`src/rtl/ddsm_fcw_ramp_ctrl.sv`:
```
// FCW ramp sequencer for the DDSM: walks the modulator word from its current value to a
// host target in fixed-dwell steps and signals completion after the alignment latency.
module ddsm_fcw_ramp_ctrl #(
  parameter int unsigned P_DWELL    = 4,
  parameter logic [23:0] P_INIT_FCW = 24'h000000
) (
  input  logic        i_clk,
  input  logic        i_rst,
  input  logic        i_req_valid,
  output logic        o_req_ready,
  input  logic [23:0] i_target,
  input  logic [23:0] i_step,
  input  logic        i_abort,
  output logic [7:0]  o_msb,
  output logic [7:0]  o_isb,
  output logic [7:0]  o_lsb,
  output logic        o_upd,
  output logic        o_busy,
  output logic        o_done
);

  typedef enum logic [1:0] {
    S_IDLE,
    S_RAMP,
    S_SETTLE
  } state_t;

  localparam logic [15:0] DWELL_RELOAD = 16'(P_DWELL - 1);

  state_t      state, state_nx;
  logic [23:0] cur, cur_nx;
  logic [23:0] tgt, tgt_nx;
  logic [23:0] stp, stp_nx;
  logic [15:0] dcnt, dcnt_nx;
  logic        scnt, scnt_nx;
  logic        upd, upd_nx;
  logic        done, done_nx;

  // Next ramp value; 25-bit intermediates keep the clamp free of wrap-around.
  logic [24:0] sum;
  logic [24:0] gap;
  logic [23:0] step_val;

  always_comb begin
    sum = {1'b0, cur} + {1'b0, stp};
    gap = {1'b0, cur} - {1'b0, tgt};
    if (stp == 24'd0) begin
      step_val = tgt;
    end else if (cur < tgt) begin
      step_val = (sum >= {1'b0, tgt}) ? tgt : sum[23:0];
    end else if (cur > tgt) begin
      step_val = ({1'b0, stp} >= gap) ? tgt : (cur - stp);
    end else begin
      step_val = tgt;
    end
  end

  always_comb begin
    // NOTE: every next-state variable gets a default first so no path infers a latch.
    state_nx = state;
    cur_nx   = cur;
    tgt_nx   = tgt;
    stp_nx   = stp;
    dcnt_nx  = dcnt;
    scnt_nx  = scnt;
    upd_nx   = 1'b0;
    done_nx  = 1'b0;

    unique case (state)
      S_IDLE: begin
        if (i_req_valid) begin
          tgt_nx   = i_target;
          stp_nx   = i_step;
          dcnt_nx  = 16'd0;
          state_nx = S_RAMP;
        end
      end

      S_RAMP: begin
        if (i_abort) begin
          state_nx = S_IDLE;
        end else if (dcnt == 16'd0) begin
          cur_nx  = step_val;
          upd_nx  = 1'b1;
          dcnt_nx = DWELL_RELOAD;
          if (step_val == tgt) begin
            state_nx = S_SETTLE;
            scnt_nx  = 1'b0;
          end
        end else begin
          dcnt_nx = dcnt - 16'd1;
        end
      end

      // Two cycles here cover the msb alignment delay downstream.
      S_SETTLE: begin
        if (i_abort) begin
          state_nx = S_IDLE;
        end else if (!scnt) begin
          scnt_nx = 1'b1;
        end else begin
          done_nx  = 1'b1;
          state_nx = S_IDLE;
        end
      end

      default: state_nx = S_IDLE;
    endcase
  end

  // NOTE: sequential state uses non-blocking assignments so all registers update together.
  always_ff @(posedge i_clk) begin
    if (i_rst) begin
      state <= S_IDLE;
      cur   <= P_INIT_FCW;
      tgt   <= P_INIT_FCW;
      stp   <= 24'd0;
      dcnt  <= 16'd0;
      scnt  <= 1'b0;
      upd   <= 1'b0;
      done  <= 1'b0;
    end else begin
      state <= state_nx;
      cur   <= cur_nx;
      tgt   <= tgt_nx;
      stp   <= stp_nx;
      dcnt  <= dcnt_nx;
      scnt  <= scnt_nx;
      upd   <= upd_nx;
      done  <= done_nx;
    end
  end

  // All three lanes come from the one cur register, so bytes never skew.
  assign o_msb       = cur[23:16];
  assign o_isb       = cur[15:8];
  assign o_lsb       = cur[7:0];
  assign o_upd       = upd;
  assign o_done      = done;
  assign o_req_ready = (state == S_IDLE);
  assign o_busy      = (state != S_IDLE);

endmodule

```
`config.mk`:
```
export PLATFORM = sky130hd
export DESIGN_NAME = ddsm_fcw_ramp_ctrl
export DESIGN_NICKNAME = d
export VERILOG_FILES = /design/src/rtl/ddsm_fcw_ramp_ctrl.sv
export SDC_FILE = /design/constraint.sdc
export NUM_CORES = 1
export LEC_CHECK = 0
export ABC_AREA = 1
export CORE_ASPECT_RATIO = 1.25
export CORE_MARGIN = 3
export CORE_UTILIZATION = 41
export DETAILED_ROUTE_END_ITERATION = 10
export GPL_TIMING_DRIVEN = 0
export HOLD_SLACK_MARGIN = 0.02
export PLACE_DENSITY = 0.59
export SLEW_MARGIN = 20
export SYNTH_ARGS = -nofsm -noshare
export SYNTH_HDL_FRONTEND = slang
export SYNTH_SLANG_ARGS = --single-unit
```
`constraint.sdc`:
```
create_clock -name i_clk -period 6.3 [get_ports i_clk]
set_input_delay 1.26 -clock i_clk [delete_from_list [all_inputs] [get_ports i_clk]]
set_output_delay 1.26 -clock i_clk [all_outputs]
set_load 0.05 [all_outputs]
```
; Word-level counts from Yosys, hierarchy flattened
; Cells that the tools add are included.
[totals]
register_bits = 93
in_bits = 52
output_inout_bits = 28
word_cells = 66
[op_classes]
add_sub_neg = 4
n_lt_le_gt_ge = 4
n_eq_ne = 11
mux = 23
n_bitwise = 3
n_reduce_logical = 13
[ops]
columns = op, count
row1 = 24-bit two-way mux, 5
row2 = 16-bit two-way mux, 3
row3 = 16-bit case mux with 2 select lines, 1
row4 = 24-bit by 24-bit adder with 25-bit output, 1
row5 = 24-bit by 25-bit greater-or-equal comparator with 1-bit output, 1
row6 = 25-bit by 24-bit greater-or-equal comparator with 1-bit output, 1
row7 = 24-bit by 24-bit subtractor with 25-bit output, 1
row8 = 24-bit == test, 1
row9 = 24-bit greater-than comparator, 1
row10 = 24-bit zero test, 1
row11 = 24-bit < comparator, 1
row12 = 24-bit subtractor, 1
row13 = 16-bit zero test, 1
row14 = 16-bit by 1-bit subtractor with 16-bit output (second input constant), 1
row15 = 2-bit two-way mux, 6
row16 = 2-bit != test (second input constant), 5
row17 = 3-bit != test (second input constant), 3
row18 = 1-bit two-way mux, 6
row19 = 2-bit case mux with 3 select lines, 1
row20 = 3-bit AND reduction, 2
row21 = 2-bit nonzero test, 3
row22 = 3-bit OR reduction, 2
row23 = 5-bit AND reduction, 1
row24 = 4-bit AND reduction, 1
row25 = other kinds (6), 8

; Longest topological paths before layout
[logic_depth]
depth_word = 11
depth_mapped = 40
ltp_nobuf = 40

; Worst setup path after synthesis
; Ideal clock, no wire load.
[synth_path]
path_type = register to register
from = register cur[1]
to = register scnt
setup_ns = 0.113
arrival_time_ns = 4.405
t_required_ns = 6.187
slack_ns = 1.782
path_stages_with_launch = 37
path_buffers = 1
cell_sequence = dfxtp_1 inv_1 fa_1 inv_1 nand2_1 o21ai_2 a21boi_2 o21ai_1 nand2_1 nand3_1 nand2_1 ha_1 nand2_1 inv_1 o21bai_1 nand2_1 a21oi_1 nand2_1 nand2_1 nand2_1 nand2_1 nand2_1 nand2_1 clkbuf_1 nand3_1 nand3_1 nand2_1 nand3_1 nand2_1 nor2_1 nand2_1 nor2_1 nand3_1 nand2_1 nand3_1 nand2_1 nand2_1
[synth_via]
elab_chain_cells = 9
elab_cells_between_ends = 15
cone_classes = add/sub (3) / order compare (4) / eq/ne (2) / mux (5) / reduce/logical (1)
[synth_lines]
columns = item, line
row1 = "start, declared", 31  ; logic [23:0] cur, cur_nx;
row2 = "start signal, assigned", 124  ; cur <= cur_nx;
row3 = 24-bit by 24-bit subtractor with 25-bit output, 46  ; gap = {1'b0, cur} - {1'b0, tgt};
row4 = 24-bit by 25-bit greater-or-equal comparator with 1-bit output, 52  ; step_val = ({1'b0, stp} >= gap) ? tgt : (cur - stp);
row5 = 24-bit two-way mux, 52
row6 = 24-bit two-way mux, 51  ; end else if (cur > tgt) begin
row7 = 24-bit two-way mux (*), 49  ; end else if (cur < tgt) begin
row8 = 24-bit two-way mux (*), 47  ; if (stp == 24'd0) begin
row9 = 24-bit == test (*), 86  ; if (step_val == tgt) begin
row10 = 2-bit != test (no source line) (*), n/a
row11 = 5-bit AND reduction (no source line) (*), n/a
row12 = "end signal, assigned", 128  ; scnt <= scnt_nx;
row13 = "end, declared", 35  ; logic scnt, scnt_nx;
; Mark *: on every way between the ends. The rest lies on a longest branch, timed or not.
; A chain may end at the register's enable or synchronous reset.

; Worst setup path after layout
[layout_path]
from = register tgt[0]
to = register scnt
[layout_via]
elab_chain_cells = 9
elab_cells_between_ends = 13
cone_classes = add/sub (1) / order compare (4) / eq/ne (2) / mux (5) / reduce/logical (1)
[layout_lines]
columns = item, line
row1 = "start, declared", 32  ; logic [23:0] tgt, tgt_nx;
row2 = "start signal, assigned", 125  ; tgt <= tgt_nx;
row3 = 24-bit by 24-bit subtractor with 25-bit output, 46
row4 = 24-bit by 25-bit greater-or-equal comparator with 1-bit output, 52
row5 = 24-bit two-way mux, 52
row6 = 24-bit two-way mux, 51
row7 = 24-bit two-way mux, 49
row8 = 24-bit two-way mux, 47
row9 = 24-bit == test (*), 86
row10 = 2-bit != test (no source line) (*), n/a
row11 = 5-bit AND reduction (no source line) (*), n/a
; Marked as above.

==> results.sh <==
export IMPL_fin_nets=1927
export IMPL_die_ar_um2=27300
export IMPL_diodes_inserted=0
export IMPL_chipHeight_um=184
export IMPL_cts_inserted_buffers=9
export IMPL_wirelength_per_cell_um=21.6
export IMPL_cpMostUsedCell="sky130_fd_sc_hd__nand2_1"
export IMPL_clkSinkCount=93
export IMPL_drv_cap=0
export IMPL_gp_congestion=0.960
export IMPL_postSynthRegisterBits=93
export IMPL_max_slew_margin_rel_pct=48.9
export IMPL_crit_path_end="scnt$_SDFFE_PP0P_"
export IMPL_p_leak_nw=6.01
export IMPL_finalSetupViolCount=0
export IMPL_drtPass1Iterations=8
export IMPL_groute_usage_overall_pct=32.4
export IMPL_netlist_top_cells_count="sky130_fd_sc_hd__nand2_1, sky130_fd_sc_hd__inv_1, sky130_fd_sc_hd__nand3_1, sky130_fd_sc_hd__a21oi_1, sky130_fd_sc_hd__o21ai_0"
export IMPL_netlist_area_leader_share_pct=17.9
export IMPL_antenna_found_initial=0
export IMPL_timing_final_crit_share_pct=93.3
export IMPL_final_antenna_net_count=0
export IMPL_cts_htree_levels=3
export IMPL_dpl_hpwl_um=38200
export IMPL_synth_seq_area_share_pct=17.9
export IMPL_outcome="completed"
export IMPL_setup_tns_ps=0
export IMPL_grt_overflow_total=0
export IMPL_hold_buffers=0
export IMPL_slowest_cell_on_crit_path="sky130_fd_sc_hd__dfxtp_1"
export IMPL_skew_ps=10.5
export IMPL_grt_start_max_net_pins=17
export IMPL_max_slew_worst_pin_slew_ps=767
export IMPL_synthArstFlopShare_pct=0
export IMPL_clockBufferDepth=2
export IMPL_pre_cts_setup_slack_ps=337
export IMPL_postSynthCellCount=1661
export IMPL_worst_path_arrival_ps=6160
export IMPL_design_power_total_mw=4.06
export IMPL_placement_io_buffers=79
export IMPL_worstSetupEndpointType="flop"
export IMPL_number_of_placement_rows=64
export IMPL_detail_route_drc_violations=0
export IMPL_die_w_um=148
export IMPL_worstSetupPathType="flop to flop"
export IMPL_clkLatencyLatePin_ps=380
export IMPL_ys_top_cells_by_area="sky130_fd_sc_hd__dfxtp_1, sky130_fd_sc_hd__ha_1, sky130_fd_sc_hd__nand2_1"
export IMPL_vdd_drop_max_v=0.000145
export IMPL_crit_start="tgt[0]$_SDFFE_PP0P_"
export IMPL_rsz0062_at_grt="no"
export IMPL_sum_of_routed_wire_length_over_all_layers_um=45000
export IMPL_detail_route_iter0_violations=1041
export IMPL_yosysWarningCount=0
export IMPL_crit_required_ps=6580
export IMPL_slew_violations=0
export IMPL_coreArea_um2=24700
export IMPL_detailroute_via_count=11600
export IMPL_post_cts_resized_instances=0
export IMPL_mappedNetlistNets=1837
export IMPL_fin_ws_ps=419
export IMPL_number_of_enable_flip_flop_cells_after_synthesis=0
export IMPL_tritoncts_clock_tree="built"
export IMPL_r2r_end="scnt$_SDFFE_PP0P_"
export IMPL_layout_area_overhead_vs_synth_pct=14.7
export IMPL_netlist_area_before_placement_um2=10400
export IMPL_grt_pass1_wl_um=66600
export IMPL_post_synth_top_count_cell="sky130_fd_sc_hd__nand2_1"
export IMPL_r2r_start="tgt[0]$_SDFFE_PP0P_"
export IMPL_worst_reg2reg_path_depth=39
export IMPL_regToRegSetupSlack_ps=420
export IMPL_cp_start_kind="flop"
export IMPL_post_synth_top_area_cell="sky130_fd_sc_hd__dfxtp_1"
export IMPL_holdCritPathClass="flop to flop"
export IMPL_synth_main_ff_cell="sky130_fd_sc_hd__dfxtp_1"
export IMPL_slowest_delay_ps=530
export IMPL_io_pin_count=80
export IMPL_clkSlewWorstSetupHoldPaths_ps=80
export IMPL_fmaxAchievable_ghz=0.170
export IMPL_timing_hold_violations_final=0
export IMPL_post_cts_repair_setup_buffers=0
export IMPL_number_of_filler_cells_placed_in_the_layout=2712
export IMPL_starting_density_pct=42.1
export IMPL_shortest_clock_period_the_worst_path_allows_after_layout_ps=5880
export IMPL_vias_per_cell=5.55
export IMPL_clock_tree_root_cell="sky130_fd_sc_hd__clkbuf_16"
export IMPL_final_util_pct=48.3
export IMPL_cellPowerDensity_nw_per_um2=341
export IMPL_postSynthAreaPerCell_um2=6.25
export IMPL_grt_pass1_vias=11000
export IMPL_synth_cell_type_count=51
export IMPL_drive_gt1_share_pct=4.78
export IMPL_crit_fanout=10
[cell type report]
cell class	instances	area (um2)	share of cell area, %
buffer	63	334	2.81
clock inverter	5	66.3	0.557
clock buffer	11	253	2.12
sequential	93	1860	15.6
tap	330	413	3.47
inverter	208	781	6.56
multi-input combinational	1297	7410	62.2
timing repair buffer	79	791	6.64
[through the flow]
step	hold slack (ps)	std cells	cell area (um2)
floorplan	431	1661	10400
global placement	464	2070	11600
detailed placement	462	2070	11600
CTS	475	2086	11900
global route	510	2086	11900
finish	477	2086	11900
[metal layers]
layer	up-vias	share of wire (%)	GRT usage (%)
met5	-	0	0
met4	0	3.1	10.4
met3	63	5.0	2.98
met2	391	47	54.7
met1	5411	45	43.9
li1	5704	-	-
[layout by cell type, fill, tap and decap left out, types with 12 or more instances in the layout]
master,netlist,final
sky130_fd_sc_hd__a21oi_1,145,145
sky130_fd_sc_hd__buf_2,12,12
sky130_fd_sc_hd__clkbuf_1,36,36
sky130_fd_sc_hd__clkdlybuf4s50_1,0,79
sky130_fd_sc_hd__dfxtp_1,93,93
sky130_fd_sc_hd__ha_1,121,121
sky130_fd_sc_hd__inv_1,190,190
sky130_fd_sc_hd__inv_2,17,17
sky130_fd_sc_hd__nand2_1,381,381
sky130_fd_sc_hd__nand3_1,151,151
sky130_fd_sc_hd__nand4_1,45,45
sky130_fd_sc_hd__nor2_1,123,120
sky130_fd_sc_hd__nor3_1,17,17
sky130_fd_sc_hd__o21ai_0,136,136
sky130_fd_sc_hd__o21bai_1,28,28
sky130_fd_sc_hd__xnor2_1,15,15
sky130_fd_sc_hd__xor2_1,54,54
[cells by family (layout without fill, tap and decap cells)]
family | count (synthesis) | in the layout | synth area share (%)
XOR/XNOR | 69 | 69 | 5.82
adder cells (fa/ha/maj) | 124 | 124 | 15.2
buffers and inverters | 271 | 366 | 10.7
flip-flops | 93 | 93 | 17.9
AO/OA/AOI/OAI | 358 | 358 | 19.0
AND/OR/NAND/NOR | 746 | 746 | 31.4
[report_power, final]
part / leakage (nW) / internal, mW / switching (mW)
logic: 5.09 / 0.869 / 1.85
registers: 0.764 / 0.648 / 0.0843
clock network: 0.154 / 0.335 / 0.276
[worst min path at each step]
stage	start	slack [ps]	endpoint	depth (start not counted)
global route	scnt$_SDFFE_PP0P_	510	o_done$_SDFF_PP0_	2
CTS	scnt$_SDFFE_PP0P_	470	o_done$_SDFF_PP0_	2
finish	scnt$_SDFFE_PP0P_	480	o_done$_SDFF_PP0_	2
global placement	scnt$_SDFFE_PP0P_	460	o_done$_SDFF_PP0_	2
detailed placement	scnt$_SDFFE_PP0P_	460	o_done$_SDFF_PP0_	2
floorplan	scnt$_SDFFE_PP0P_	430	o_done$_SDFF_PP0_	2
[worst max-delay path, delay by kind of cell, from the launching register on]
kind / cells / cell delay (ps)
AO/OA/AOI/OAI: 3 / 660
XOR/XNOR: 1 / 140
adder cells (fa/ha/maj): 3 / 1030
buffers and inverters: 3 / 500
flip-flops: 1 / 530
AND/OR/NAND/NOR: 29 / 2910
[registers in the layout, summed over array words and instances, names as in the netlist]
signal,flops
cur,24
dcnt,16
o_done,1
o_upd,1
scnt,1
state,2
stp,24
tgt,24
(Power assumes the default switching activity.)
